## config.mk

```make
export PLATFORM = sky130hd
export DESIGN_NAME = spram_bus_bridge
export DESIGN_NICKNAME = d
export VERILOG_FILES = /design/src/rtl/spram_bus_bridge.sv
export SDC_FILE = /design/constraint.sdc
export NUM_CORES = 1
export LEC_CHECK = 0
export CAP_MARGIN = 20
export CORE_ASPECT_RATIO = 1.25
export CORE_MARGIN = 2
export CORE_UTILIZATION = 25
export DETAILED_ROUTE_END_ITERATION = 10
export GPL_TIMING_DRIVEN = 0
export MAX_ROUTING_LAYER = met4
export PLACE_DENSITY = 0.77
export REMOVE_ABC_BUFFERS = 1
export SLEW_MARGIN = 30
export SYNTH_ARGS = -nofsm -noshare
export SYNTH_HDL_FRONTEND = slang
export SYNTH_SLANG_ARGS = --single-unit
```

## constraint.sdc

```tcl
create_clock -name clk -period 4 [get_ports clk]
set_input_delay 0.8 -clock clk [delete_from_list [all_inputs] [get_ports clk]]
set_output_delay 0.8 -clock clk [all_outputs]
set_load 0.1 [all_outputs]
```

## src/rtl/spram_bus_bridge.sv

```systemverilog
// Valid/ready front end for a lo/hi pair of SB_SPRAM256KA (64 KiB, 32-bit words),
// with a power-up delay, idle auto-standby and requested sleep.
module spram_bus_bridge #(
   parameter int POWERUP_CYCLES = 4,
   parameter int IDLE_CYCLES    = 64
) (
   input  logic        clk,
   input  logic        reset_n,
   input  logic        bus_valid,
   output logic        bus_ready,
   input  logic [13:0] bus_addr,
   input  logic [3:0]  bus_wstrb,
   input  logic [31:0] bus_wdata,
   output logic [31:0] bus_rdata,
   input  logic        sleep_req,
   output logic [13:0] spram_address,
   output logic [15:0] spram_datain_lo,
   output logic [15:0] spram_datain_hi,
   output logic [3:0]  spram_maskwren_lo,
   output logic [3:0]  spram_maskwren_hi,
   output logic        spram_wren,
   output logic        spram_cs,
   output logic        spram_standby,
   output logic        spram_sleep,
   output logic        spram_poweroff,
   input  logic [15:0] spram_dataout_lo,
   input  logic [15:0] spram_dataout_hi
);

   localparam logic [2:0] ST_OFF     = 3'd0;
   localparam logic [2:0] ST_POWERUP = 3'd1;
   localparam logic [2:0] ST_READY   = 3'd2;
   localparam logic [2:0] ST_ACK     = 3'd3;
   localparam logic [2:0] ST_STANDBY = 3'd4;
   localparam logic [2:0] ST_WAKE    = 3'd5;
   localparam logic [2:0] ST_SLEEP   = 3'd6;

   localparam int              PU_W      = (POWERUP_CYCLES > 1) ? $clog2(POWERUP_CYCLES) : 1;
   localparam logic [PU_W-1:0] PU_LAST   = PU_W'(POWERUP_CYCLES - 1);
   localparam logic [PU_W-1:0] PU_ONE    = PU_W'(1);
   localparam int              IDLE_W    = (IDLE_CYCLES > 1) ? $clog2(IDLE_CYCLES) : 1;
   localparam logic [IDLE_W-1:0] IDLE_LAST = IDLE_W'((IDLE_CYCLES > 0) ? (IDLE_CYCLES - 1) : 0);
   localparam logic [IDLE_W-1:0] IDLE_ONE  = IDLE_W'(1);
   localparam bit              IDLE_EN   = (IDLE_CYCLES != 0);

   logic [2:0]        r_state;
   logic [2:0]        w_next_state;
   logic [PU_W-1:0]   r_pu_cnt;
   logic [PU_W-1:0]   w_pu_cnt_next;
   logic [IDLE_W-1:0] r_idle_cnt;
   logic [IDLE_W-1:0] w_idle_cnt_next;
   logic              r_rd;
   logic              r_bus_ready;
   logic              r_standby;
   logic              r_sleep;
   logic              r_poweroff;
   logic              w_issue;
   logic              w_write;

   assign w_issue = (r_state == ST_READY) && bus_valid;
   assign w_write = |bus_wstrb;

   // Access signals are combinational so the SPRAM samples the request on the issue edge.
   assign spram_address     = bus_addr;
   assign spram_datain_lo   = bus_wdata[15:0];
   assign spram_datain_hi   = bus_wdata[31:16];
   assign spram_cs          = w_issue;
   assign spram_wren        = w_issue && w_write;
   assign spram_maskwren_lo = w_issue ? {bus_wstrb[1], bus_wstrb[1], bus_wstrb[0], bus_wstrb[0]} : 4'b0000;
   assign spram_maskwren_hi = w_issue ? {bus_wstrb[3], bus_wstrb[3], bus_wstrb[2], bus_wstrb[2]} : 4'b0000;

   assign bus_ready      = r_bus_ready;
   assign bus_rdata      = (r_bus_ready && r_rd) ? {spram_dataout_hi, spram_dataout_lo} : 32'h0000_0000;
   assign spram_standby  = r_standby;
   assign spram_sleep    = r_sleep;
   assign spram_poweroff = r_poweroff;

   // Next-state and counter update logic.
   always_comb begin
      w_next_state    = r_state;
      w_pu_cnt_next   = r_pu_cnt;
      w_idle_cnt_next = r_idle_cnt;
      case (r_state)
         ST_OFF: begin
            w_next_state  = ST_POWERUP;
            w_pu_cnt_next = {PU_W{1'b0}};
         end
         ST_POWERUP: begin
            if (r_pu_cnt == PU_LAST) begin
               w_next_state  = ST_READY;
               w_pu_cnt_next = {PU_W{1'b0}};
            end else begin
               w_pu_cnt_next = r_pu_cnt + PU_ONE;
            end
         end
         ST_READY: begin
            if (bus_valid) begin
               w_next_state    = ST_ACK;
               w_idle_cnt_next = {IDLE_W{1'b0}};
            end else if (sleep_req) begin
               w_next_state    = ST_SLEEP;
               w_idle_cnt_next = {IDLE_W{1'b0}};
            end else if (IDLE_EN && (r_idle_cnt == IDLE_LAST)) begin
               w_next_state    = ST_STANDBY;
               w_idle_cnt_next = {IDLE_W{1'b0}};
            end else if (IDLE_EN) begin
               w_idle_cnt_next = r_idle_cnt + IDLE_ONE;
            end else begin
               w_idle_cnt_next = {IDLE_W{1'b0}};
            end
         end
         ST_ACK: begin
            w_next_state = ST_READY;
         end
         ST_STANDBY: begin
            if (bus_valid) begin
               w_next_state = ST_WAKE;
            end else if (sleep_req) begin
               w_next_state = ST_SLEEP;
            end else begin
               w_next_state = ST_STANDBY;
            end
         end
         ST_WAKE: begin
            w_next_state = ST_READY;
         end
         ST_SLEEP: begin
            if (!sleep_req) begin
               w_next_state  = ST_POWERUP;
               w_pu_cnt_next = {PU_W{1'b0}};
            end else begin
               w_next_state = ST_SLEEP;
            end
         end
         default: begin
            // An illegal encoding re-runs the full power-up sequence.
            w_next_state    = ST_POWERUP;
            w_pu_cnt_next   = {PU_W{1'b0}};
            w_idle_cnt_next = {IDLE_W{1'b0}};
         end
      endcase
   end

   // State, counters and status outputs, registered from the next state.
   always_ff @(posedge clk or negedge reset_n) begin
      if (!reset_n) begin
         r_state     <= ST_OFF;
         r_pu_cnt    <= {PU_W{1'b0}};
         r_idle_cnt  <= {IDLE_W{1'b0}};
         r_rd        <= 1'b0;
         r_bus_ready <= 1'b0;
         r_standby   <= 1'b0;
         r_sleep     <= 1'b0;
         r_poweroff  <= 1'b0;
      end else begin
         r_state     <= w_next_state;
         r_pu_cnt    <= w_pu_cnt_next;
         r_idle_cnt  <= w_idle_cnt_next;
         r_rd        <= w_issue ? ~w_write : r_rd;
         r_bus_ready <= (w_next_state == ST_ACK);
         r_standby   <= (w_next_state == ST_STANDBY) || (w_next_state == ST_SLEEP);
         r_sleep     <= (w_next_state == ST_SLEEP);
         r_poweroff  <= (w_next_state != ST_OFF);
      end
   end

endmodule

```

==> impl_metrics.json <==
{
  "status": "completed",
  "worst_ep_required_time_ns": 3.20,
  "clk_pin_slew_ns": 0.06,
  "clock_latency_ns": 0.25,
  "drc": 0,
  "crit_type": "in -> out",
  "synth-adder-area-share": 0.0169,
  "hold_viol_final": 0,
  "arrival_ns": 3.09,
  "cp_max_fo": 8,
  "rsz0062_at_grt": "no",
  "ys_types": 35,
  "clock-sinks": 16,
  "worstHoldPathType": "reg -> reg",
  "cts_resized": 0,
  "p_per_area_mw_per_mm2": 353,
  "post_drt_wl_per_cell_um": 23.5,
  "cts_max_level": 1,
  "synth-seq-area-share": 0.270,
  "leakage_nw": 0.935,
  "drive_gt1_frac": 0.0531,
  "synth_mux_area_frac": 0.00760,
  "p_seq_frac": 0.373,
  "async_reset_ff_frac": 1.00,
  "clock_skew_ns": 0.00382,
  "cts_tree": "yes",
  "max-vdd-ir-drop_uv": 263,
  "crit_path_end_kind": "output port",
  "root_buffer": "clkbuf_8",
  "pwr-share-clk": 0.198,
  "p_int_w": 0.000410,
  "multi_input_area_sq_um": 652,
  "area_growth_syn_to_layout_pct": 38.3,
  "slowest_stage": "clkdlybuf4s50_1",
  "start_util": 0.256,
  "regArea_sq_um": 400,
  "n_fill_cell": 600,
  "grt_pass1_vias": 1329,
  "drv_slew": 0,
  "crit_path_cell_trace": "clkdlybuf4s50_1 -> and3_1 -> and2_1 -> clkdlybuf4s50_1",
  "drt_iter0_drc": 40,
  "synthCells": 178,
  "synth_top_area_cell": "dfrtp_1",
  "die_area_sq_mm": 0.00656,
  "dpl_cell_area_sq_mm": 0.00199,
  "diodes": 0,
  "grt_util_all_layers": 0.192,
  "fin_crit_ns": 3.89,
  "dp_slack_ns": 0.0988,
  "critPathLaunchType": "input port",
  "antenna_found_initial": 0,
  "numCtsBuffers": 3,
  "crit_path_max_incr_delay_ns": 1.15,
  "grt_pass1_wl_mm": 8.78,
  "yosys.area_share.simple": 0.312,
  "cp_common_cell": "clkdlybuf4s50_1",
  "portBuffers": 85,
  "final.setup.tns_ns": 0,
  "synth_top_family_by_area": "simple AND/OR/NAND/NOR gates",
  "die_w_um": 72.9,
  "synth.area.top_cells": "dfrtp_1 27%, buf_4 25%, and3_1 16%",
  "worst_slew_pin_slew_ns": 0.990,
  "overflow": 0,
  "num-nets-final": 296,
  "ys_seq_elements": 16,
  "hold_buffers": 0,
  "core_area_sq_mm": 0.00578,
  "die_y_um": 90.1,
  "drv_cap": 0,
  "vias": 1379,
  "wl_mm": 6.41,
  "setup_viol": 0,
  "final_core_util": 0.354,
  "viasPerCell": 5.05,
  "period_share": 0.973,
  "max_freq_mhz": 257,
  "synth_xor_area_frac": 0.00591,
  "synth_ff_type": "dfrtp_1",
  "finalWorstSetupSlack_ns": 0.107,
  "holdWs_ns": 0.515,
  "synth_top_area_frac": 0.270,
  "drtPass1Iterations": 7,
  "cts.path.max_buffers": 2,
  "grt_max_degree": 34,
  "antenna_left": 0,
  "dp_hpwl_mm": 5.39,
  "swShare": 0.433,
  "final_area_sq_mm": 0.00205,
  "yosysWarnings": 0,
  "switchingPower_w": 0.000313,
  "synth_edf_count": 0,
  "syn-cell-area_sq_mm": 0.00148,
  "combPwrFrac": 0.429,
  "globalplace.congestion": 0.750,
  "postCtsSetupBuffers": 0,
  "io_pins": 178,
  "rows": 31,
  "slew_headroom": 0.338,
  "avgSynthCellArea_sq_um": 8.32,
  "synth_compound_area_frac": 0.0954
}
## cells in the mapped netlist, types with 2 or more instances
| library cell | instances |
|---|---|
| buf_4 | 50 |
| and3_1 | 37 |
| dfrtp_1 | 16 |
| clkbuf_1 | 8 |
| and2_1 | 6 |
| nand2_1 | 6 |
| nand3_1 | 6 |
| o21ai_0 | 6 |
| nor2_1 | 5 |
| nand2b_1 | 4 |
| nand3b_1 | 4 |
| a22o_1 | 2 |
| a31oi_1 | 2 |
| ha_1 | 2 |
| inv_1 | 2 |
| nor4_1 | 2 |
| o21ai_1 | 2 |
## worst paths after layout
kind                                              start                         to  slack (ns)  cells after the start
worst max-delay path                          bus_valid       spram_maskwren_lo[3]        0.11                      4
worst min-delay path            r_pu_cnt[0]$_DFFE_PN0P_    r_pu_cnt[0]$_DFFE_PN0P_        0.51                      1
worst max register to register     r_state[0]$_DFF_PN0_  r_idle_cnt[2]$_DFFE_PN0N_        2.25                      4
worst min register to register  r_pu_cnt[0]$_DFFE_PN0P_    r_pu_cnt[0]$_DFFE_PN0P_        0.51                      1
max in group asynchronous                       reset_n    spram_standby$_DFF_PN0_        2.59                      1
min in group asynchronous                       reset_n   spram_poweroff$_DFF_PN0_        0.97                      1
## placed cells by master, fill, tap and decap left out, types with 2 or more instances in the layout
| master | count |
|---|---|
| nand2_1 | 6 |
| ha_1 | 2 |
| o21ai_1 | 2 |
| nor4_1 | 2 |
| o21ai_0 | 6 |
| inv_1 | 2 |
| and2_1 | 6 |
| clkdlybuf4s50_1 | 85 |
| nor2_1 | 5 |
| and3_1 | 37 |
| a22o_1 | 2 |
| clkbuf_8 | 4 |
| nand3b_1 | 4 |
| nand2b_1 | 4 |
| nand3_1 | 6 |
| dfrtp_1 | 16 |
| a31oi_1 | 2 |
## power groups by stage
stage	Sequential (W)	Combinational, W	Clock (W)
final	0.000270	0.000310	0.000143
after global routing	0.000283	0.000334	0.000157
after CTS	0.000270	0.000312	0.000144
after detailed placement	0.000273	0.000310	0
after global placement	0.000270	0.000305	0
after floorplan	0.000269	0.000200	0
## logic make-up after synthesis
family | count (synthesis)
and+or+nand+nor | 76
buffers and inverters | 62
AOI/OAI and AO/OA | 19
DFF | 16
adders and majority gates | 2
other | 1
xor gates and xnor gates | 1
muxes | 1
## critical path, delay by kind of cell
family                 cells  cell delay, ns
buffers and inverters      2            1.79
AND/OR/NAND/NOR            2            0.49
## through the flow
step / power [W] / cells
5_1_grt: 0.000774 / 273
3_5_place_dp: 0.000583 / 269
2_1_floorplan: 0.000469 / 118
6_report: 0.000723 / 273
4_1_cts: 0.000726 / 273
3_3_place_gp: 0.000575 / 269
## per-layer routing
layer | vias up | track usage | share of wire
li1 | 621 | - | -
met1 | 611 | 0.223 | 0.39
met2 | 143 | 0.245 | 0.40
met3 | 4 | 0.185 | 0.21
met4 | 0 | 0.0247 | 0.0019
met5 | - | - | 0
## final cells by class
class	count	share of cell area
repair buffers	85	0.415
clock buffers	4	0.0269
multi-input cells	100	0.318
flip-flops and latches	16	0.195
well taps	66	0.0403
inverters	2	0.00367
## sequential cells by signal, indices dropped and copies added, names as in the netlist
signal and cells:
r_rd 1, spram_poweroff 1, spram_sleep 1, r_pu_cnt 2
bus_ready 1, r_idle_cnt 6, r_state 3, spram_standby 1
(Power assumes the default switching activity.)
